## src/rtl/fifo_wr_pkg.sv

```systemverilog
// Shared types and default widths for the async FIFO write-domain adapter.
package fifo_wr_pkg;

  localparam int unsigned DEF_DATA_LINES = 8;
  localparam int unsigned DEF_CNT_W      = 32;
  localparam int unsigned DEF_PKT_W      = 16;

  typedef enum logic [1:0] {EMPTY, ONE, TWO} wr_occ_e;

  // Skid entry layout at the default data width.
  typedef struct packed {
    logic [DEF_DATA_LINES-1:0] data;
    logic                      last;
  } wr_entry_t;

endpackage

```

## src/rtl/fifo_wr_stats.sv

```systemverilog
// Saturating write, packet and full-stall counters for fifo_wr_adapter.
module fifo_wr_stats
  import fifo_wr_pkg::*;
#(
  parameter int unsigned CNT_W = DEF_CNT_W,
  parameter int unsigned PKT_W = DEF_PKT_W
) (
  input  logic             i_wclk,
  input  logic             i_wrst,
  input  logic             i_write,
  input  logic             i_last,
  input  logic             i_pend_full,
  input  logic             i_half_full,
  output logic [CNT_W-1:0] o_words,
  output logic [PKT_W-1:0] o_pkts,
  output logic [CNT_W-1:0] o_full_cyc
);

  localparam logic [CNT_W-1:0] CntOne = {{(CNT_W-1){1'b0}}, 1'b1};
  localparam logic [PKT_W-1:0] PktOne = {{(PKT_W-1){1'b0}}, 1'b1};

  logic [CNT_W-1:0] r_words;
  logic [PKT_W-1:0] r_pkts;
  logic [CNT_W-1:0] r_full_cyc;
  logic             r_half_full;
  logic             w_unused;

  always_ff @(posedge i_wclk or negedge i_wrst) begin
    if (!i_wrst) begin
      r_words     <= '0;
      r_pkts      <= '0;
      r_full_cyc  <= '0;
      r_half_full <= 1'b0;
    end else begin
      if (i_write && (r_words != '1)) r_words <= r_words + CntOne;
      if (i_write && i_last && (r_pkts != '1)) r_pkts <= r_pkts + PktOne;
      if (i_pend_full && (r_full_cyc != '1)) r_full_cyc <= r_full_cyc + CntOne;
      r_half_full <= i_half_full;
    end
  end

  // half_full is sampled for a future threshold counter; nothing counts it yet.
  assign w_unused   = r_half_full;

  assign o_words    = r_words;
  assign o_pkts     = r_pkts;
  assign o_full_cyc = r_full_cyc;

endmodule

```

## src/rtl/fifo_wr_adapter.sv

```systemverilog
// Valid/ready to FIFO write-port adapter with a 2-entry skid buffer.
// Define FIFO_WR_STATS_EN to build the statistics counters.
module fifo_wr_adapter
  import fifo_wr_pkg::*;
#(
  parameter int unsigned DATA_LINES = DEF_DATA_LINES,
  parameter int unsigned CNT_W      = DEF_CNT_W,
  parameter int unsigned PKT_W      = DEF_PKT_W
) (
  input  logic                  wclk,
  input  logic                  wrst,
  input  logic                  s_valid,
  output logic                  s_ready,
  input  logic [DATA_LINES-1:0] s_data,
  input  logic                  s_last,
  output logic                  winc,
  output logic [DATA_LINES-1:0] wdata,
  input  logic                  wfull,
  input  logic                  half_full,
  output logic [CNT_W-1:0]      stat_words,
  output logic [PKT_W-1:0]      stat_pkts,
  output logic [CNT_W-1:0]      stat_full_cyc
);

  wr_occ_e               r_state;
  logic                  r_s_ready;
  logic [DATA_LINES-1:0] r_e0_data;
  logic [DATA_LINES-1:0] r_e1_data;

  logic w_accept;
  logic w_write;
  logic w_ld_e0;
  logic w_ld_e1;
  logic w_shift;
  logic w_ready_d;

  assign w_accept  = s_valid & r_s_ready;
  assign w_write   = (r_state != EMPTY) & ~wfull;
  assign w_ld_e0   = w_accept & ((r_state == EMPTY) | ((r_state == ONE) & w_write));
  assign w_ld_e1   = w_accept & (r_state == ONE) & ~w_write;
  assign w_shift   = (r_state == TWO) & w_write;
  // Ready falls only when the next state is TWO.
  assign w_ready_d = ~(w_ld_e1 | ((r_state == TWO) & ~w_write));

  always_ff @(posedge wclk or negedge wrst) begin
    if (!wrst) begin
      r_state   <= EMPTY;
      r_s_ready <= 1'b0;
      r_e0_data <= '0;
      r_e1_data <= '0;
    end else begin
      r_s_ready <= w_ready_d;
      if (w_ld_e0) r_e0_data <= s_data;
      else if (w_shift) r_e0_data <= r_e1_data;
      if (w_ld_e1) r_e1_data <= s_data;
      case (r_state)
        EMPTY:   if (w_accept) r_state <= ONE;
        ONE: begin
          if (w_accept && !w_write) r_state <= TWO;
          else if (!w_accept && w_write) r_state <= EMPTY;
        end
        TWO:     if (w_write) r_state <= ONE;
        default: r_state <= EMPTY;
      endcase
    end
  end

  assign s_ready = r_s_ready;
  assign winc    = w_write;
  assign wdata   = r_e0_data;

`ifdef FIFO_WR_STATS_EN
  logic r_e0_last;
  logic r_e1_last;

  always_ff @(posedge wclk or negedge wrst) begin
    if (!wrst) begin
      r_e0_last <= 1'b0;
      r_e1_last <= 1'b0;
    end else begin
      if (w_ld_e0) r_e0_last <= s_last;
      else if (w_shift) r_e0_last <= r_e1_last;
      if (w_ld_e1) r_e1_last <= s_last;
    end
  end

  fifo_wr_stats #(
    .CNT_W (CNT_W),
    .PKT_W (PKT_W)
  ) u_stats (
    .i_wclk      (wclk),
    .i_wrst      (wrst),
    .i_write     (w_write),
    .i_last      (r_e0_last),
    .i_pend_full ((r_state != EMPTY) & wfull),
    .i_half_full (half_full),
    .o_words     (stat_words),
    .o_pkts      (stat_pkts),
    .o_full_cyc  (stat_full_cyc)
  );
`else
  logic w_unused;

  assign w_unused      = ^{s_last, half_full};
  assign stat_words    = '0;
  assign stat_pkts     = '0;
  assign stat_full_cyc = '0;
`endif

endmodule

```

## config.mk

```make
export PLATFORM = sky130hd
export DESIGN_NAME = fifo_wr_adapter
export DESIGN_NICKNAME = d
export VERILOG_FILES = /design/src/rtl/fifo_wr_pkg.sv /design/src/rtl/fifo_wr_stats.sv /design/src/rtl/fifo_wr_adapter.sv
export SDC_FILE = /design/constraint.sdc
export NUM_CORES = 1
export LEC_CHECK = 0
export ABC_AREA = 0
export CORE_MARGIN = 4
export CORE_UTILIZATION = 32
export CTS_BUF_LIST = sky130_fd_sc_hd__clkbuf_4 sky130_fd_sc_hd__clkbuf_8 sky130_fd_sc_hd__clkbuf_16
export DETAILED_ROUTE_END_ITERATION = 7
export HOLD_SLACK_MARGIN = 0.12
export PLACE_DENSITY = 0.77
export SYNTH_ARGS = -nofsm -noshare
export SYNTH_HDL_FRONTEND = slang
export SYNTH_SLANG_ARGS = --single-unit
```

## constraint.sdc

```tcl
create_clock -name wclk -period 1.65 [get_ports wclk]
set_clock_uncertainty 0.15 [all_clocks]
set_input_delay 0.4125 -clock wclk [delete_from_list [all_inputs] [get_ports wclk]]
set_output_delay 0.4125 -clock wclk [all_outputs]
set_load 0.01 [all_outputs]
```

### Yosys cells after proc, flatten, opt, wreduce, memory -nomap -nowiden

Index checks and enable logic that the tools add are counted.

* output and inout bits: 90
* input bits: 14
* register bits after elaboration: 19

* mux-type cells: 7
* reduce and logical (&&, ||, !) cells: 8
* equal/unequal tests: 5
* bitwise gates (word level): 13

Operators with widths (number)
* two-way mux 8 bit: 2
* AND 1 bit: 8
* two-way mux 2 bit: 4
* case mux 2 bit (3 select lines): 1
* != test 2 bit, second input constant: 2
* nonzero test 2 bit: 2
* != test 3 x 1 -> 1 bit, second input constant: 1
* inverter 1 bit: 3
* AND reduction 3 bit: 1
* equality test 2 x 1 -> 1 bit, second input constant: 1
* equality test 2 bit, second input constant: 1
* logical AND 1 bit: 2
* zero test 1 bit: 2
* zero test 2 bit: 1
* OR 1 bit: 2

### Logic depth before layout (Yosys ltp)

Gate-level depths: netlist of the first run.

* depth after elaboration: 6
* gate-level depth with buffers: 4

### Least setup slack after synthesis of the first run

Ideal clock, no wire load.

* path type: reg-to-reg
* start: register r_state[1]
* end: register r_e0_data[0], in the netlist wdata[0]
* slack: -0.034 ns
* cell stages (with the launch flop): 4
* data arrival time: 1.409 ns
* cell sequence: dfrtp_1 -> nor3b_4 -> mux2_2 -> mux2_4

* cells in the longest elaborated chain, start to end: 6
* elaborated cells on any way between the ends: 11
* classes of those cells: 2 x eq/ne; 1 x mux; 5 x bitwise; 3 x reduce/logical

RTL lines
* from (decl): line fifo_wr_adapter.sv:25 `wr_occ_e r_state;`
* from (signal assigned): line fifo_wr_adapter.sv:47 `r_state <= EMPTY;`
* from (signal assigned): line fifo_wr_adapter.sv:57 `EMPTY: if (w_accept) r_state <= ONE;`
* from (signal assigned): line fifo_wr_adapter.sv:59 `if (w_accept && !w_write) r_state <= TWO;`
* nonzero test 2 bit: line fifo_wr_adapter.sv:38 `assign w_write = (r_state != EMPTY) & ~wfull;`
* AND 1 bit: line fifo_wr_adapter.sv:38
* AND 1 bit: line fifo_wr_adapter.sv:39 `assign w_ld_e0 = w_accept & ((r_state == EMPTY) | ((r_state == ONE) & w_write));`
* OR 1 bit: line fifo_wr_adapter.sv:39
* AND 1 bit: line fifo_wr_adapter.sv:39
* two-way mux 8 bit or nonzero test 2 bit (tied branches)
* to (signal assigned): line fifo_wr_adapter.sv:53 `if (w_ld_e0) r_e0_data <= s_data;`
* to (signal assigned): line fifo_wr_adapter.sv:54 `else if (w_shift) r_e0_data <= r_e1_data;`
* to (decl): line fifo_wr_adapter.sv:27 `logic [DATA_LINES-1:0] r_e0_data;`

Parallel ways exist; a longest one is shown, timed or not.
A chain may end at the register's enable or synchronous reset.

### Final worst setup path of the first run

* start: register r_state[0]
* end: register r_e0_data[6], in the netlist wdata[6]

The elaborated chain is that of the path after synthesis.

==> impl_metrics.csv, run 1 <==
group,metric,value,unit
status,status,"finished, violations left",
status,violations,"setup timing",
layout,final_util,37.0,%
clocking,cts.path.max_buffers,2,
yosys,netlist_area,1490,µm²
worst_setup_path,critPathMaxFanout,9,
layout,antenna_cells,0,
yosys,syn_avg_cell_area,10.9,µm²
layout,drive_gt1_share,27.3,%
power,p_int,1.51,mW
worst_setup_path,start_kind,"register",
sta,final_max_slew_viol_count,0,
detailed_routing,highest_layer,"met4",
die,start_util,33.7,%
detailed_routing,viasPerCell,3.45,
sta,finalWorstSetupSlack,-0.119,ns
sta,setup_viol,8,
worst_setup_path,cp_data_required_time,1.64,ns
placement,dp_hpwl,1960,µm
sta,post-route-period-util,107,%
clocking,tritoncts,"built",
placement,portBuffers,21,
layout,final_nets,187,
worst_setup_path,cp_data_arrival_time,1.76,ns
layout,mostFrequentLayoutCell,"conb_1",
power,peakVddDrop,0.437,mV
yosys,yosys_warnings,0,
detailed_routing,routed_wl,2490,µm
clocking,h-tree-depth,1,
clocking,clock-sinks,19,
power,switching_power,718,µW
worst_setup_path,cp_top_family,"multiplexers",
die,core,4410,µm²
die,fp.dieW,76.2,µm
die,rows,24,
detailed_routing,met1_length,767,µm
sta,holdWs,0.327,ns
global_route,grt_usage,8.08,%
sta,clock.fmax,565,MHz
worst_setup_path,slowest_stage,"dfrtp_2",
yosys,syn_inst,137,
detailed_routing,first_iter_violations,5,
die,die_area,5810,µm²
detailed_routing,wl_met3,350,µm
detailed_routing,drc,0,
sta,rsz0062_at_grt,"yes",
global_route,grt-ovfl-total,0,
layout,layout_common_cells,"conb_1, dfrtp_1, mux2_4, mux2_2, dlygate4sd2_1",
sta,min_period,1.77,ns
power,p_clk_share,14.9,%
detailed_routing,wl_per_cell,11.1,µm
placement,dp_cells,218,
clocking,cts_hold_buf,0,
worst_setup_path,crit_type,"reg2reg",
placement,gp_congestion,0.674,
power,powerDensity,1360,nW/µm²
run,drv_cap,0,
global_route,grt_pass1_wl,3800,µm
global_route,grt_start_max_net_pins,20,
clocking,cts-root-buf,"clkbuf_8",
yosys,synth.distinct_cells,17,
hold_path,hold_path_class,"in2async",
layout,area_growth,9.75,%
worst_setup_path,cp_slowest_stage_delay,0.42,ns
global_route,grt_pass1_vias,794,
detailed_routing,firstDrtPassIters,3,
layout,fin_cells,224,
sta,timing.setup.tns,-0.878,ns
detailed_routing,ant_nets,0,
yosys,synth_seq_cells,19,
die,die_y,76.2,µm
die,io_pins,104,
power,p_leak,0.862,nW
power,p_sw_share,32.2,%
clocking,insertion_delay,0.26,ns
worst_setup_path,cp_cell_sequence,"buf_6 > nor3b_4 > buf_12 > mux2_2 > mux2_4",
clocking,clk_pin_slew,0.08,ns
global_route,antenna_found_initial,0,
placement,pre_cts_slack,-0.567,ns
power,p_seq_share,36.5,%
yosys,yosysSeqAreaShare,31.9,%
detailed_routing,vias,773,
detailed_routing,dr_wl_met2,1360,µm
worst_setup_path,cp-end-kind,"register",
clocking,cts_buffers,3,
power,power_frac_comb,48.6,%
worst_setup_path,path_buf_inv,2,
sta,finalHoldViolations,0,
timing repair:
action	4_1_cts	5_1_grt
gates resized for setup	18	9
pin swaps	2	2
endpoints found under the hold margin	0	0
endpoints found under the setup margin	28	17
setup buffers	2	0
power groups by stage:
stage / logic, mW / clock network, mW / registers [mW]
after floorplan: 0.735 / 0 / 0.858
after global placement: 1.03 / 0 / 0.823
after detailed placement: 1.07 / 0 / 0.834
after CTS: 1.04 / 0.347 / 0.814
after global routing: 1.17 / 0.368 / 0.842
final: 1.08 / 0.332 / 0.815
final cells by class:
class | count | area (µm²)
multi-input cells | 116 | 723
fillers | 455 | 2780
repair buffers | 33 | 323
clock buffers | 3 | 41.3
flip-flops and latches | 19 | 477
clock inverters | 1 | 5.00
well taps | 52 | 65.1
per-layer routing:
metal | up-vias | track usage, %
met1 | 367 | 7.13
met5 | - | 0
li1 | 349 | -
met3 | 2 | 4.49
met4 | 0 | 1.57
met2 | 55 | 15.8
worst reg2reg max path, cell delays in order (launching register included):
cell     delay, ns
dfrtp_2       0.42
buf_6         0.13
nor3b_4       0.21
buf_12        0.16
mux2_2        0.33
mux2_4        0.26
Yosys cell counts:
master,number,share of area (%)
buf_4,80,40
dfrtp_1,19,32
mux2_2,16,12
mux2_4,8,8.1
nor2_1,2,0.50
a21o_2,1,0.59
a21oi_1,1,0.34
buf_6,1,0.76
conb_1,1,0.25
nand2_1,1,0.25
nand2_2,1,0.42
nor2b_1,1,0.42
nor3_4,1,1.1
nor3b_4,1,1.3
o21bai_1,1,0.50
or3b_1,1,0.59
xnor2_1,1,0.59
sequential cells by signal, summed over array words and instances (netlist names):
name / cells
r_e1_data: 8
r_state: 2
s_ready: 1
wdata: 8
path summary, 6_finish.rpt:
path | start | slack (ns) | depth (start not counted) | end
max in group asynchronous | wrst | 0.80 | 2 | r_state[0]$_DFFE_PN0P_
setup / recovery | r_state[0]$_DFFE_PN0P_ | -0.12 | 5 | wdata[6]$_DFFE_PN0P_
setup reg to reg | r_state[0]$_DFFE_PN0P_ | -0.12 | 5 | wdata[6]$_DFFE_PN0P_
hold / removal | wrst | 0.33 | 2 | s_ready$_DFF_PN0_
min in group wclk | r_e1_data[4]$_DFFE_PN0P_ | 0.36 | 1 | r_e1_data[4]$_DFFE_PN0P_
hold reg to reg | r_e1_data[4]$_DFFE_PN0P_ | 0.36 | 1 | r_e1_data[4]$_DFFE_PN0P_
cell families after synthesis:
kind of cell              Yosys count  share of synthesized area, %
AOI/OAI and AO/OA                   3                          1.43
DFF                                19                          31.9
buffers and inverters              81                          41.1
other                               1                         0.252
xor gates and xnor gates            1                         0.588
and+or+nand+nor                     8                          4.54
muxes                              24                          20.2
stage by stage:
stage	instance area [µm²]	total power, mW
floorplan	1790	1.59
global placement	1550	1.85
detailed placement	1550	1.90
CTS	1610	2.21
global route	1630	2.38
finish	1630	2.23
Power figures use the tool's default switching activity.
==> run 2: changes to the inputs <==
CORE_UTILIZATION = 57   (was 32)
DONT_BUFFER_PORTS = 1   (was not set)
PLACE_DENSITY = 0.75   (was 0.77)
==> impl_metrics.csv, run 2 (synthesized netlist as in run 1, its figures left out) <==
group,metric,value,unit
status,status,"finished, violations left",
status,violations,"setup timing",
placement,dp_hpwl,1650,µm
worst_setup_path,start_kind,"register",
layout,layout_common_cells,"conb_1, dfrtp_1, mux2_2, dlygate4sd3_1, mux2_4",
die,io_pins,104,
layout,drive_gt1_share,26.1,%
die,start_util,60.1,%
detailed_routing,viasPerCell,3.75,
detailed_routing,vias,702,
power,powerDensity,1320,nW/µm²
clocking,tritoncts,"built",
sta,setup_viol,6,
worst_setup_path,cp_data_required_time,1.68,ns
worst_setup_path,crit_type,"reg2reg",
sta,post-route-period-util,102,%
clocking,h-tree-depth,1,
placement,gp_congestion,0.745,
sta,max_slew_margin,45.3,%
die,die_area,3490,µm²
detailed_routing,routed_wl,2040,µm
layout,antenna_cells,0,
worst_setup_path,critPathMaxFanout,9,
sta,clock.fmax,596,MHz
detailed_routing,drc,0,
die,rows,18,
clocking,cts-root-buf,"clkbuf_4",
hold_path,hold_path_class,"in2reg",
run,drv_cap,0,
layout,area_growth,-3.36,%
detailed_routing,first_iter_violations,0,
global_route,antenna_found_initial,0,
detailed_routing,firstDrtPassIters,1,
global_route,grt_start_max_net_pins,20,
power,p_leak,0.759,nW
sta,rsz0062_at_grt,"yes",
die,die_y,59.1,µm
clocking,insertion_delay,0.29,ns
power,peakVddDrop,0.876,mV
global_route,grt_pass1_vias,581,
sta,min_period,1.68,ns
clocking,clk_pin_slew,0.10,ns
clocking,clock-sinks,19,
sta,finalHoldViolations,0,
detailed_routing,ant_nets,0,
clocking,postCtsSetupRepairBufs,0,
sta,final_max_slew_viol_count,0,
placement,pre_cts_slack,-0.0371,ns
die,core,2480,µm²
clocking,cts_buffers,3,
layout,mostFrequentLayoutCell,"conb_1",
worst_setup_path,cp_data_arrival_time,1.71,ns
global_route,grt_usage,10.6,%
sta,timing.setup.tns,-0.145,ns
worst_setup_path,cp-end-kind,"register",
global_route,grt-ovfl-total,0,
clocking,cts.path.max_buffers,2,
sta,tightest_slew,0.817,ns
die,fp.dieW,59.1,µm
global_route,grt_pass1_wl,2770,µm
placement,portBuffers,0,
detailed_routing,wl_per_cell,10.9,µm
layout,final_nets,172,
sta,finalWorstSetupSlack,-0.0278,ns
layout,final_util,58.1,%
## run 2: area by class of cell
cell class	instances	area, µm²
sequential	19	478
clock buffer	4	30.0
multi-input combinational	116	706
tap	30	37.5
fill	214	1040
timing repair buffer	18	188
## run 2: worst paths after layout
path	startpoint	endpoint	slack, ns	cells past startpoint
worst max-delay path	r_state[0]$_DFFE_PN0P_	wdata[2]$_DFFE_PN0P_	-0.03	4
worst min-delay path	wfull	r_state[0]$_DFFE_PN0P_	0.31	3
worst max register to register	r_state[0]$_DFFE_PN0P_	wdata[2]$_DFFE_PN0P_	-0.03	4
worst min register to register	r_e1_data[6]$_DFFE_PN0P_	r_e1_data[6]$_DFFE_PN0P_	0.36	1
max in group asynchronous	wrst	r_state[1]$_DFFE_PN0P_	0.29	1
min in group asynchronous	wrst	r_e1_data[7]$_DFFE_PN0P_	0.50	1
## run 2: layer usage
layer	global-route usage (%)	up-vias	wire length [µm]
met3	3.49	0	264
li1	-	322	-
met1	13.2	336	661
met2	17.2	44	1110
met4	3.88	0	0
met5	0	-	0
## run 2: per-stage QoR
stage	cell area [µm²]	power (mW)	hold WS, ns	instances
finish	1440	1.90	0.311	187
detailed placement	1290	1.62	-0.0326	172
floorplan	1790	1.59	-0.0331	216
CTS	1420	1.90	0.122	186
global route	1440	2.05	0.300	187
global placement	1290	1.58	-0.0326	172
## run 2: where the power goes
part / leakage [nW] / switching, mW / internal [mW]
Clock: 0.0184 / 0.133 / 0.110
Sequential: 0.222 / 0.199 / 0.694
Combinational: 0.519 / 0.299 / 0.468
## run 2: critical path: stages, from the launching register on
cell	delay, ns
dfrtp_2	0.46
nor3b_4	0.22
buf_12	0.16
mux2_2	0.33
mux2_4	0.25
## run 2: timing repair
| item | in CTS | in global routing |
|---|---|---|
| pin swaps | 1 | 0 |
| hold endpoints to repair | 36 | 1 |
| hold buffers | 10 | 1 |
| resized for setup | 0 | 4 |
| endpoints found under the setup margin | 8 | 9 |
